File: src/rtl/mem_stage_pkg.sv
// Shared definitions for the MEM stage: memory-op encodings, stage FSM states,
// datapath widths and the constants used by the surrounding pipeline latches.
package mem_stage_pkg;

    localparam int RegBus     = 32;
    localparam int RegAddrBus = 5;

    localparam logic [RegBus-1:0]     ZeroWord   = 32'h0000_0000;
    localparam logic [RegAddrBus-1:0] NOPRegAddr = 5'b00000;

    typedef enum logic [3:0] {
        MEMOP_NONE = 4'd0,
        MEMOP_LB   = 4'd1,
        MEMOP_LH   = 4'd2,
        MEMOP_LW   = 4'd3,
        MEMOP_LBU  = 4'd4,
        MEMOP_LHU  = 4'd5,
        MEMOP_SB   = 4'd6,
        MEMOP_SH   = 4'd7,
        MEMOP_SW   = 4'd8
    } memop_t;

    typedef enum logic [1:0] {
        ST_IDLE = 2'd0,
        ST_BUSY = 2'd1,
        ST_DONE = 2'd2
    } mem_state_t;

    function automatic logic is_load(input logic [3:0] op);
        return (op == MEMOP_LB) || (op == MEMOP_LH) || (op == MEMOP_LW) ||
               (op == MEMOP_LBU) || (op == MEMOP_LHU);
    endfunction

    function automatic logic is_store(input logic [3:0] op);
        return (op == MEMOP_SB) || (op == MEMOP_SH) || (op == MEMOP_SW);
    endfunction

    // Byte count handed to the byte-serial controller.
    function automatic logic [2:0] op_len(input logic [3:0] op);
        logic [2:0] len;
        case (op)
            MEMOP_LB, MEMOP_LBU, MEMOP_SB: len = 3'd1;
            MEMOP_LH, MEMOP_LHU, MEMOP_SH: len = 3'd2;
            MEMOP_LW, MEMOP_SW:            len = 3'd4;
            default:                       len = 3'd0;
        endcase
        return len;
    endfunction

    // Natural-alignment test on the low address bits; bytes never misalign.
    function automatic logic is_misaligned(input logic [3:0] op, input logic [1:0] lsb);
        logic bad;
        case (op)
            MEMOP_LH, MEMOP_LHU, MEMOP_SH: bad = lsb[0];
            MEMOP_LW, MEMOP_SW:            bad = (lsb != 2'b00);
            default:                       bad = 1'b0;
        endcase
        return bad;
    endfunction

endpackage

File: src/rtl/mem_stage_load_fmt.sv
// Load data formatter: selects and sign/zero-extends the low bytes returned by
// the memory controller according to the load opcode. Purely combinational.
module load_fmt
    import mem_stage_pkg::*;
(
    input  logic [3:0]  memop,
    input  logic [31:0] raw,
    output logic [31:0] ext
);

    // Extend the significant low bytes; non-load codes pass the raw word.
    always_comb begin
        ext = raw;
        case (memop)
            MEMOP_LB:  ext = {{24{raw[7]}}, raw[7:0]};
            MEMOP_LBU: ext = {24'h000000, raw[7:0]};
            MEMOP_LH:  ext = {{16{raw[15]}}, raw[15:0]};
            MEMOP_LHU: ext = {16'h0000, raw[15:0]};
            MEMOP_LW:  ext = raw;
            default:   ext = raw;
        endcase
    end

endmodule

File: src/rtl/mem_stage.sv
// MEM stage of the RV32I pipeline. Non-memory instructions pass straight
// through; loads/stores are issued to the byte-serial memory controller with
// a req/done handshake while the pipeline is stalled (IDLE -> BUSY -> DONE).
// Optional feature: define MEM_ALIGN_CHECK_EN to reject misaligned halfword/word
// accesses (no request, mem_misalign raised); otherwise mem_misalign is tied 0.
module mem_stage
    import mem_stage_pkg::*;
#(
    parameter int ADDR_W = 32
) (
    input  logic              clk,
    input  logic              rst,
    input  logic              rdy,

    input  logic [4:0]        ex_wd,
    input  logic              ex_wreg,
    input  logic [31:0]       ex_wdata,
    input  logic [3:0]        ex_memop,
    input  logic [ADDR_W-1:0] ex_maddr,
    input  logic [31:0]       ex_sdata,

    output logic              mctl_req,
    output logic              mctl_we,
    output logic [ADDR_W-1:0] mctl_addr,
    output logic [2:0]        mctl_len,
    output logic [31:0]       mctl_wdata,
    input  logic              mctl_done,
    input  logic [31:0]       mctl_rdata,

    output logic              stallreq_mem,
    output logic [4:0]        mem_wd,
    output logic              mem_wreg,
    output logic [31:0]       mem_wdata,
    output logic              mem_misalign
);

    mem_state_t        state_reg;
    logic              mctl_req_reg;
    logic              mctl_we_reg;
    logic [ADDR_W-1:0] mctl_addr_reg;
    logic [2:0]        mctl_len_reg;
    logic [31:0]       mctl_wdata_reg;
    logic [31:0]       rdata_q;

    logic              op_is_mem;
    logic              misalign_now;
    logic              issue;
    logic [31:0]       load_data;

    assign op_is_mem = is_load(ex_memop) || is_store(ex_memop);

`ifdef MEM_ALIGN_CHECK_EN
    // A misaligned access is only judged when it would be issued from IDLE.
    assign misalign_now = (state_reg == ST_IDLE) && is_misaligned(ex_memop, ex_maddr[1:0]);
`else
    assign misalign_now = 1'b0;
`endif

    assign issue = (state_reg == ST_IDLE) && op_is_mem && !misalign_now;

    load_fmt u_load_fmt (
        .memop (ex_memop),
        .raw   (rdata_q),
        .ext   (load_data)
    );

    // Handshake FSM plus registered request fields; frozen whenever rdy is low.
    always_ff @(posedge clk) begin
        if (rst) begin
            state_reg      <= ST_IDLE;
            mctl_req_reg   <= 1'b0;
            mctl_we_reg    <= 1'b0;
            mctl_addr_reg  <= '0;
            mctl_len_reg   <= 3'd0;
            mctl_wdata_reg <= ZeroWord;
            rdata_q        <= ZeroWord;
        end else if (rdy) begin
            case (state_reg)
                ST_IDLE: begin
                    if (issue) begin
                        state_reg      <= ST_BUSY;
                        mctl_req_reg   <= 1'b1;
                        mctl_we_reg    <= is_store(ex_memop);
                        mctl_addr_reg  <= ex_maddr;
                        mctl_len_reg   <= op_len(ex_memop);
                        mctl_wdata_reg <= ex_sdata;
                    end
                end
                ST_BUSY: begin
                    if (mctl_done) begin
                        state_reg    <= ST_DONE;
                        mctl_req_reg <= 1'b0;
                        rdata_q      <= mctl_rdata;
                    end
                end
                ST_DONE: begin
                    // Always leave DONE so the stalled instruction is not reissued.
                    state_reg <= ST_IDLE;
                end
                default: begin
                    state_reg    <= ST_IDLE;
                    mctl_req_reg <= 1'b0;
                end
            endcase
        end
    end

    assign mctl_req   = mctl_req_reg;
    assign mctl_we    = mctl_we_reg;
    assign mctl_addr  = mctl_addr_reg;
    assign mctl_len   = mctl_len_reg;
    assign mctl_wdata = mctl_wdata_reg;

    // Write-back triple and stall request, derived from state and ex_* inputs.
    always_comb begin
        mem_wd       = ex_wd;
        mem_wreg     = ex_wreg;
        mem_wdata    = ex_wdata;
        stallreq_mem = 1'b0;
        mem_misalign = misalign_now;
        if (rst) begin
            mem_wd       = NOPRegAddr;
            mem_wreg     = 1'b0;
            mem_wdata    = ZeroWord;
            stallreq_mem = 1'b0;
            mem_misalign = 1'b0;
        end else begin
            case (state_reg)
                ST_IDLE: begin
                    if (misalign_now) begin
                        mem_wreg = 1'b0;
                    end else if (op_is_mem) begin
                        mem_wreg     = 1'b0;
                        stallreq_mem = 1'b1;
                    end
                end
                ST_BUSY: begin
                    mem_wreg     = 1'b0;
                    stallreq_mem = 1'b1;
                end
                ST_DONE: begin
                    if (is_load(ex_memop)) begin
                        mem_wdata = load_data;
                        mem_wreg  = ex_wreg;
                    end else begin
                        mem_wreg = 1'b0;
                    end
                end
                default: begin
                    mem_wreg = 1'b0;
                end
            endcase
        end
    end

endmodule

File: config.mk
export PLATFORM = sky130hd
export DESIGN_NAME = mem_stage
export DESIGN_NICKNAME = d
export VERILOG_FILES = /design/src/rtl/mem_stage_pkg.sv /design/src/rtl/mem_stage_load_fmt.sv /design/src/rtl/mem_stage.sv
export SDC_FILE = /design/constraint.sdc
export NUM_CORES = 1
export LEC_CHECK = 0
export CORE_MARGIN = 3
export CORE_UTILIZATION = 35
export CTS_CLUSTER_DIAMETER = 50
export DETAILED_ROUTE_END_ITERATION = 12
export GPL_ROUTABILITY_DRIVEN = 0
export MAX_ROUTING_LAYER = met4
export PLACE_DENSITY = 0.75
export SYNTH_ARGS = -nofsm -noshare
export SYNTH_HDL_FRONTEND = slang
export SYNTH_SLANG_ARGS = --single-unit
File: constraint.sdc
create_clock -name clk -period 5.7 [get_ports clk]
set_clock_uncertainty 0.05 [all_clocks]
set_input_delay 0.855 -clock clk [delete_from_list [all_inputs] [get_ports clk]]
set_output_delay 0.855 -clock clk [all_outputs]
set_load 0.01 [all_outputs]
==> impl_summary.txt <==
----------------------------------------------------
[Outcome]
  Result of the run ... complete, no violations

[Clock tree]
  # resized after CTS ... 0
  CTS sink cnt ... 103
  Hold-fix buffers, CTS ... 0
  Bufs on Longest Clock Path ... 2
  Clock tree from TritonCTS ... done
  Post-CTS Setup Inserts ... 0
  Deepest level of the CTS H-tree ... 3
  Clock transition at path regs ... 0.06 ns
  Clock latency on the worst-skew pair ... 0.33 ns
  Cell chosen for the clock root ... sky130_fd_sc_hd__clkbuf_16
  TritonCTS Buffers ... 9

[Detailed routing]
  Detail-routed via count per cell ... 4.91
  Iteration-0 DRC Markers ... 293
  Final antenna-violating net count ... 0
  Routed wire length ... 15.2 mm
  Drt first pass iters ... 4
  Via count ... 4,880
  Detail-routed net length per standard cell ... 15.3 µm
  DRC violations left ... 0

[Floorplan]
  Die span in x ... 119 µm
  Initial core utilization ... 0.366
  Die ar. ... 14,300 µm²
  Number of placement rows ... 40
  Vertical extent of the die ... 119 µm
  Placeable Area ... 12,300 µm²
  Boundary Pins ... 251

[Pwr]
  Total power consumption of the routed design ... 0.00181 W
  Power spent charging and discharging nets ... 0.000432 W
  Clock network power share ... 0.384
  Maximum vdd ir drop ... 0.148 mV
  Leak ... 2.57 nW
  Internal power component ... 0.00138 W
  Sw Share ... 0.239
  Power density over cell area ... 245 nW/µm²
  Share of power burned in combinational logic ... 0.190
  Sequential share of power ... 0.426

[Worst setup path]
  Max incr delay on CP ... 0.79 ns
  WS Path Type ... input port to primary output
  Data required time at the worst endpoint ... 4.80 ns
  Cells along the critical path ... clkdlybuf4s50_1, nor3_1, a2111oi_4, buf_4, nand2b_1, o31ai_1, clkdlybuf4s50_1
  Cell repeated most along the worst path ... sky130_fd_sc_hd__clkdlybuf4s50_1
  Slowest-stage cell, CP ... sky130_fd_sc_hd__clkdlybuf4s50_1
  Nature of the critical path endpoint ... primary output
  Data arrival time of the critical path ... 3.99 ns
  Buffer and inverter count on the worst path ... 3
  Critical-path maximum fanout ... 19
  CP startpoint kind ... input port
  Kind of cell with the highest combined delay on the critical path ... buffers and inverters

[Synthesis]
  Most area-consuming cells after synthesis ... sky130_fd_sc_hd__dfxtp_1 (46%), sky130_fd_sc_hd__nand2_1 (18%), sky130_fd_sc_hd__a21oi_1 (13%), sky130_fd_sc_hd__o31ai_2 (2.8%), sky130_fd_sc_hd__clkbuf_1 (2.7%)
  Synth cell count leaders ... sky130_fd_sc_hd__nand2_1 (216), sky130_fd_sc_hd__a21oi_1 (114), sky130_fd_sc_hd__dfxtp_1 (103), sky130_fd_sc_hd__clkbuf_1 (32), sky130_fd_sc_hd__nor2_1 (29)
  Number of enable-type register cells in the synthesized netlist ... 0
  Synth top area share ... 0.458
  Average footprint of a synthesized cell ... 7.43 µm²
  Ys async rst share ... 0
  Net count after synthesis ... 748
  Dominant register cell in the synthesized netlist ... sky130_fd_sc_hd__dfxtp_1
  Yosys warning total ... 0
  Most frequent cell after synthesis ... sky130_fd_sc_hd__nand2_1
  Post-synthesis sequential element count ... 103
  Largest area contributor in the synthesized netlist ... sky130_fd_sc_hd__dfxtp_1
  Number of standard cells after synthesis ... 606
  Cell area after synthesis ... 4500 µm²
  Distinct cell type count of the synthesized netlist ... 37
  Seq/Total Area, Yosys ... 0.458

[Global route]
  Maximum number of pins on one net before global-route repair ... 81
  Number of global-route vias before repair ... 4,771
  First-pass GRT wire length ... 23.8 mm
  Antenna violations before repair ... 0
  GRT Residual Overflow ... 0
  GRT Overall Usage ... 0.210

[Finish]
  # fillers ... 1,093
  Post-route design area ... 7370 µm²
  Share of layout cells above drive strength 1 ... 0.0448
  Number of nets at the end of the flow ... 962
  Number of antenna cells inserted ... 0
  Area added between synthesis and finish ... 63.7%
  Cell Count, Final, Fillers Out ... 993

[Timing]
  Post-route minimum period ... 4.89 ns
  Setup TNS after final layout ... 0 ns
  RSZ-0062 raised after global routing ... no
  Least-Margin Pin Slew ... 1.25 ns
  Final Hold Vio Count ... 0
  Max-Slew Margin vs Limit ... 0.167
  Portion of the clock cycle consumed by the worst path in the final layout ... 0.858
  Setup Viol. Count Final ... 0
  Number of pins with negative max-slew slack in the final report ... 0
  Max frequency ... 204 MHz

[Placed design]
  Instance count after placement with tap cells included ... 977
  Half-perimeter wire length after placement ... 11.4 mm
  Post-placement cell area ... 7030 µm²
  Port bufs ... 249

[Job]
  Number of max-cap violations ... 0

[Hold path]
  Worst hold path type ... flip-flop to flip-flop

----------------------------------------------------
## per-layer routing
metal  global-route usage  vias up  routed length [µm]
met5                    -        -                   0
met4               0.0601        0                 239
met3               0.0575       16                1020
met2                0.359      168                7560
met1                0.242     2257                6410
li1                     -     2439                   -
## through the flow
stage | setup WS (ns) | utilization | hold slack, ns
finish | 0.809 | 0.599 | 0.402
global route | 0.635 | 0.599 | 0.422
detailed placement | 0.822 | 0.571 | 0.396
CTS | 0.799 | 0.599 | 0.405
global placement | 0.974 | 0.571 | 0.392
floorplan | 2.51 | - | 0.387
## placed cells by master (no fill, tap or decap), types with 2 or more instances in the layout
master and instances:
sky130_fd_sc_hd__o21ai_0 2, sky130_fd_sc_hd__nor3_1 9, sky130_fd_sc_hd__nor2_1 29, sky130_fd_sc_hd__nor2b_1 8, sky130_fd_sc_hd__bufinv_16 3, sky130_fd_sc_hd__nand2b_1 6
sky130_fd_sc_hd__clkbuf_1 2, sky130_fd_sc_hd__o31ai_1 7, sky130_fd_sc_hd__nand2_1 216, sky130_fd_sc_hd__nand3b_1 16, sky130_fd_sc_hd__a21oi_1 114, sky130_fd_sc_hd__and3b_1 2
sky130_fd_sc_hd__dfxtp_1 103, sky130_fd_sc_hd__buf_4 6, sky130_fd_sc_hd__clkdlybuf4s50_1 248, sky130_fd_sc_hd__o31ai_2 11, sky130_fd_sc_hd__clkbuf_16 9, sky130_fd_sc_hd__a211oi_1 8
sky130_fd_sc_hd__a21o_1 2
## path summary, 6_finish.rpt
| path | from | to | slack (ns) | cells after the start |
|---|---|---|---|---|
| max | ex_memop[2] | mem_wdata[20] | 0.81 | 7 |
| min | mctl_addr[26]$_SDFFE_PP0P_ | mctl_addr[26]$_SDFFE_PP0P_ | 0.40 | 2 |
| max reg2reg | state_reg[1]$_SDFFE_PP0P_ | mctl_addr[31]$_SDFFE_PP0P_ | 3.30 | 5 |
| min reg2reg | mctl_addr[26]$_SDFFE_PP0P_ | mctl_addr[26]$_SDFFE_PP0P_ | 0.40 | 2 |
## kinds of logic after synthesis
family                    Yosys count  share of synthesized area
AOI/OAI and AO/OA                 152                      0.206
and+or+nand+nor                   298                      0.284
buffers and inverters              51                     0.0498
DFF                               103                      0.458
xor gates and xnor gates            1                    0.00195
other                               1                   0.000833
## cell type report
class | count | area [µm²] | share of cell area
Clock buffer | 11 | 233 | 0.0316
Clock inverter | 5 | 106 | 0.0144
Multi-Input combinational cell | 452 | 2230 | 0.303
Sequential cell | 103 | 2060 | 0.280
Tap cell | 168 | 210 | 0.0285
Timing Repair Buffer | 254 | 2530 | 0.343
## worst reg2reg max path: stages, from the launching register on
cell	delay, ns
sky130_fd_sc_hd__dfxtp_1	0.38
sky130_fd_sc_hd__nor3b_1	0.41
sky130_fd_sc_hd__nand3_2	0.69
sky130_fd_sc_hd__buf_4	0.53
sky130_fd_sc_hd__nand2_1	0.13
sky130_fd_sc_hd__a21oi_1	0.07
## power by group through the flow
stage / clock network [W] / logic [W] / registers (W)
6_report: 0.000695 / 0.000344 / 0.000770
3_5_place_dp: 0 / 0.000344 / 0.000787
4_1_cts: 0.000713 / 0.000346 / 0.000770
2_1_floorplan: 0 / 0.000126 / 0.000797
5_1_grt: 0.000736 / 0.000372 / 0.000774
3_3_place_gp: 0 / 0.000339 / 0.000785
Power figures use the tool's default switching activity.
